<file path="src/rtl/pipe_stage_reg.sv">
// ============================================================================
//  Module   : pipe_stage_reg
//  Brief    : Elastic pipeline register with 2-entry skid buffer, flush and
//             bubble control-zeroing. Define PIPE_PERF_EN to add the
//             saturating stall/bubble performance counters.
//  Revision : 1.0 - initial release
// ============================================================================
`default_nettype none

module pipe_stage_reg #(
    parameter int DATA_W = 128,
    parameter int CTRL_W = 8,
    parameter int CNT_W  = 16
) (
    input  logic              clk,
    input  logic              rst,
    input  logic              flush,
    input  logic              in_valid,
    output logic              in_ready,
    input  logic [DATA_W-1:0] in_data,
    input  logic [CTRL_W-1:0] in_ctrl,
    output logic              out_valid,
    input  logic              out_ready,
    output logic [DATA_W-1:0] out_data,
    output logic [CTRL_W-1:0] out_ctrl
`ifdef PIPE_PERF_EN
    ,
    output logic [CNT_W-1:0]  stall_cnt,
    output logic [CNT_W-1:0]  bubble_cnt
`endif
);

    logic              r_m_valid;
    logic [DATA_W-1:0] r_m_data;
    logic [CTRL_W-1:0] r_m_ctrl;
    logic              r_s_valid;
    logic [DATA_W-1:0] r_s_data;
    logic [CTRL_W-1:0] r_s_ctrl;

    logic w_up_xfer;
    logic w_main_free;

    // in_ready depends only on the skid flop, never on out_ready
    assign in_ready    = !r_s_valid;
    assign w_up_xfer   = in_valid && in_ready;
    assign w_main_free = !r_m_valid || out_ready;

    assign out_valid = r_m_valid;
    assign out_data  = r_m_data;
    assign out_ctrl  = r_m_valid ? r_m_ctrl : '0;

    always_ff @(posedge clk) begin
        if (rst) begin
            r_m_valid <= 1'b0;
            r_m_data  <= '0;
            r_m_ctrl  <= '0;
            r_s_valid <= 1'b0;
            r_s_data  <= '0;
            r_s_ctrl  <= '0;
        end else if (flush) begin
            // data registers deliberately keep their values
            r_m_valid <= 1'b0;
            r_m_ctrl  <= '0;
            r_s_valid <= 1'b0;
            r_s_ctrl  <= '0;
        end else if (w_main_free) begin
            if (r_s_valid) begin
                r_m_valid <= 1'b1;
                r_m_data  <= r_s_data;
                r_m_ctrl  <= r_s_ctrl;
                r_s_valid <= 1'b0;
                r_s_ctrl  <= '0;
            end else if (w_up_xfer) begin
                r_m_valid <= 1'b1;
                r_m_data  <= in_data;
                r_m_ctrl  <= in_ctrl;
            end else begin
                r_m_valid <= 1'b0;
                r_m_ctrl  <= '0;
            end
        end else if (w_up_xfer) begin
            // main is stalled: park the accepted beat in the skid entry
            r_s_valid <= 1'b1;
            r_s_data  <= in_data;
            r_s_ctrl  <= in_ctrl;
        end
    end

`ifdef PIPE_PERF_EN
    logic [CNT_W-1:0] r_stall_cnt;
    logic [CNT_W-1:0] r_bubble_cnt;

    always_ff @(posedge clk) begin
        if (rst) begin
            r_stall_cnt  <= '0;
            r_bubble_cnt <= '0;
        end else begin
            if (r_m_valid && !out_ready && (r_stall_cnt != {CNT_W{1'b1}}))
                r_stall_cnt <= r_stall_cnt + 1'b1;
            if (!r_m_valid && (r_bubble_cnt != {CNT_W{1'b1}}))
                r_bubble_cnt <= r_bubble_cnt + 1'b1;
        end
    end

    assign stall_cnt  = r_stall_cnt;
    assign bubble_cnt = r_bubble_cnt;
`else
    if (CNT_W > 0) begin : g_no_perf
    end
`endif

endmodule

`default_nettype wire

</file>
<file path="config.mk">
export PLATFORM = sky130hd
export DESIGN_NAME = pipe_stage_reg
export DESIGN_NICKNAME = d
export VERILOG_FILES = /design/src/rtl/pipe_stage_reg.sv
export SDC_FILE = /design/constraint.sdc
export NUM_CORES = 1
export LEC_CHECK = 0
export ABC_AREA = 0
export CAP_MARGIN = 25
export CORE_AREA = 5 5 225 227
export CTS_BUF_LIST = sky130_fd_sc_hd__clkbuf_16
export DETAILED_ROUTE_END_ITERATION = 10
export DIE_AREA = 0 0 230 232
export PLACE_DENSITY = 0.5
export SLEW_MARGIN = 20
export SYNTH_ARGS = -nofsm -noshare
export SYNTH_HDL_FRONTEND = slang
export SYNTH_SLANG_ARGS = --single-unit
</file>
<file path="constraint.sdc">
create_clock -name clk -period 2.13 [get_ports clk]
set_input_delay 0.426 -clock clk [delete_from_list [all_inputs] [get_ports clk]]
set_output_delay 0.426 -clock clk [all_outputs]
set_load 0.005 [all_outputs]
</file>
==> results.yml <==
status:
  status: "finished clean"
placement:
  gp_congestion: 0.719
  placed_cell_area_mm2: 0.0160
  dpl.hpwl_um: 25000
  io_buffers: 278
clock_tree:
  clock_latency_ps: 510
  htree_levels: 2
  numCtsBuffers: 35
  ctsLongestPathBuffers: 3
  root_buffer: "clkbuf_16"
  cts.sinks: 274
  cts.clk_slew.worst_paths_ps: 60
  hold_buffers: 0
  cts_tree: "done"
grt:
  grt_pass1_vias: 9855
  grt_overflow: 0
  grt_max_degree: 134
  antenna_found_initial: 4
  grt_first_pass_wirelength_um: 58100
  track_usage: 0.135
route:
  wl_per_cell_um: 17.8
  drt-total-wl_um: 37600
  vias: 9673
  vias_per_cell: 4.59
  drc: 0
  postRouteAntennaNets: 0
  drt_iter0_drc: 393
  dr.pass1.iters: 4
synthesis:
  syn_inst: 1216
  yosysTopAreaCell: "dfxtp_1"
  synth-seq-cells: 274
  synth_area_leaders: "dfxtp_1 (44%), mux2i_1 (21%), nand2b_1 (13%)"
  yosysTopAreaCellShare: 0.442
  synth_flop_cell: "dfxtp_1"
  yosysMostFrequentCell: "dfxtp_1"
  synthArstFlopShare: 0
  syn_nets: 1357
  ys_seq_area_frac: 0.442
  synth_top_cells_by_count: "dfxtp_1 (274), nand2b_1 (257), mux2i_1 (256)"
  synthDistinctLibCells: 22
  yosysWarnings: 0
  synth_edf_count: 0
  syn_area_mm2: 0.0124
  syn_area_per_cell_um2: 10.2
floorplan:
  die_x_um: 230
  dieArea_mm2: 0.0534
  rows: 81
  dieHeight_um: 232
  start_util: 0.256
  core_mm2: 0.0484
  pin_count: 279
setup_path:
  path_max_fanout: 11
  critical_path_class: "reg2out"
  rr_endpoint: "out_data[17]"
  rr_worst_depth: 6
  crit_arrival_ps: 1570
  startpoint_type: "flip-flop"
  required_ps: 1700
  rr_startpoint: "r_s_valid"
  reg2reg_slack_ps: 380
  worstSetupEndpointType: "output pin"
  crit_path_start: "out_valid"
hold_path:
  hp-class: "in2reg"
  hold_depth: 2
  hp-start: "rst"
  worstHoldEndpoint: "out_data[14]"
power_and_ir_drop:
  p_per_area_mw_per_mm2: 739
  max-vdd-ir-drop_v: 0.000432
  leakage_nw: 5.56
sta:
  finalSetupTns_ps: 0
  slew_violations: 0
  hold_slack_ps: 252
  finalSetupViolCount: 0
  hold_viol: 0
  max_slew.worst_pin.slew_ps: 579
  max_clock_freq_mhz: 501
  skew_ps: 9.47
  finalCritPeriodShare: 0.938
  grt_setup_unrepaired: "false"
  period_minus_slack_ps: 2000
  slew_headroom: 0.614
cells_and_area:
  num-nets-final: 1601
  area_growth_pct: 37.4
  design_area_mm2: 0.0171
  drive_gt1_frac: 0.0742
job:
  max_cap_viol_count: 0
[logic make-up (layout without fill, tap and decap cells)]
logic type,Yosys count,after routing,share of synthesized area
AOI/OAI and AO/OA,291,291,0.152
DFF,274,274,0.442
and+or+nand+nor,274,274,0.138
muxes,256,256,0.206
buffers and inverters,121,388,0.0610
other,0,3,0
[final cells by class]
| type | count | area [µm²] |
|---|---|---|
| fill | 4879 | 31400 |
| multi-input combinational | 821 | 6190 |
| sequential | 274 | 5490 |
| timing repair buffer | 327 | 3510 |
| clock buffer | 37 | 926 |
| tap | 622 | 778 |
| clock inverter | 23 | 151 |
| antenna | 3 | 7.51 |
| inverter | 1 | 3.75 |
[timing repair]
item / 4_1_cts / 5_1_grt
setup buffers: 1 / 0
resized for setup: 1 / 1
setup endpoints to repair: 10 / 6
[routing by layer]
metal | global-route usage | wire, µm
met2 | 0.221 | 17600
met1 | 0.178 | 17500
met3 | 0.0290 | 1670
met4 | 0.0465 | 839
met5 | 0 | 13
[power breakdown]
part | internal (mW) | switching (mW) | leakage [nW] | total [mW]
Combinational | 0.898 | 0.644 | 2.76 | 1.54
Clock | 3.36 | 2.27 | 0.567 | 5.62
Sequential | 5.32 | 0.117 | 2.24 | 5.44
Total | 9.58 | 3.03 | 5.56 | 12.6
[per-stage QoR]
step                setup slack [ps]  instances  total power [mW]   util
floorplan                        628       1216              6.20      -
global placement                54.6       2044              7.10  0.329
detailed placement              6.95       2044              7.11  0.329
CTS                             10.6       2105              12.9  0.352
global route                    50.2       2108              13.2  0.352
finish                           132       2108              12.6  0.352
[state kept, by name, indices dropped and copies added (netlist names)]
signal	count
r_s_valid	1
r_m_ctrl	8
r_s_ctrl	8
r_s_data	128
out_valid	1
out_data	128
[placed cells by master (no fill, tap or decap), types with 5 or more instances in the layout]
cell type        synthesis  routed
and2_1                   8       8
a32o_1                   8       8
buf_12                  13      28
a21oi_1                130     130
inv_1                    1      12
mux2i_1                256     256
o21ai_0                  8       8
clkbuf_16                0      37
o21ba_2                  9       8
buf_4                    3      21
dfxtp_1                274     272
a211oi_1               128     128
nand2b_1               257     256
a22o_1                   8       8
clkdlybuf4s50_1          0     277
clkinv_1                 0       5
[how the worst max path moves through the flow]
stage / cells after the start / slack [ps] / end
floorplan: 6 / 630 / r_s_data[100]
global placement: 6 / 50 / r_s_data[85]
detailed placement: 6 / 7 / r_s_data[114]
CTS: 2 / 10 / out_ctrl[4]
global route: 2 / 50 / out_ctrl[4]
finish: 2 / 130 / out_ctrl[3]
[critical path: stages, from the launching register on]
cell             delay (ps)
dfxtp_4                 410
and2_1                  140
clkdlybuf4s50_1         510
No activity file was read; power rests on OpenSTA's default activity.
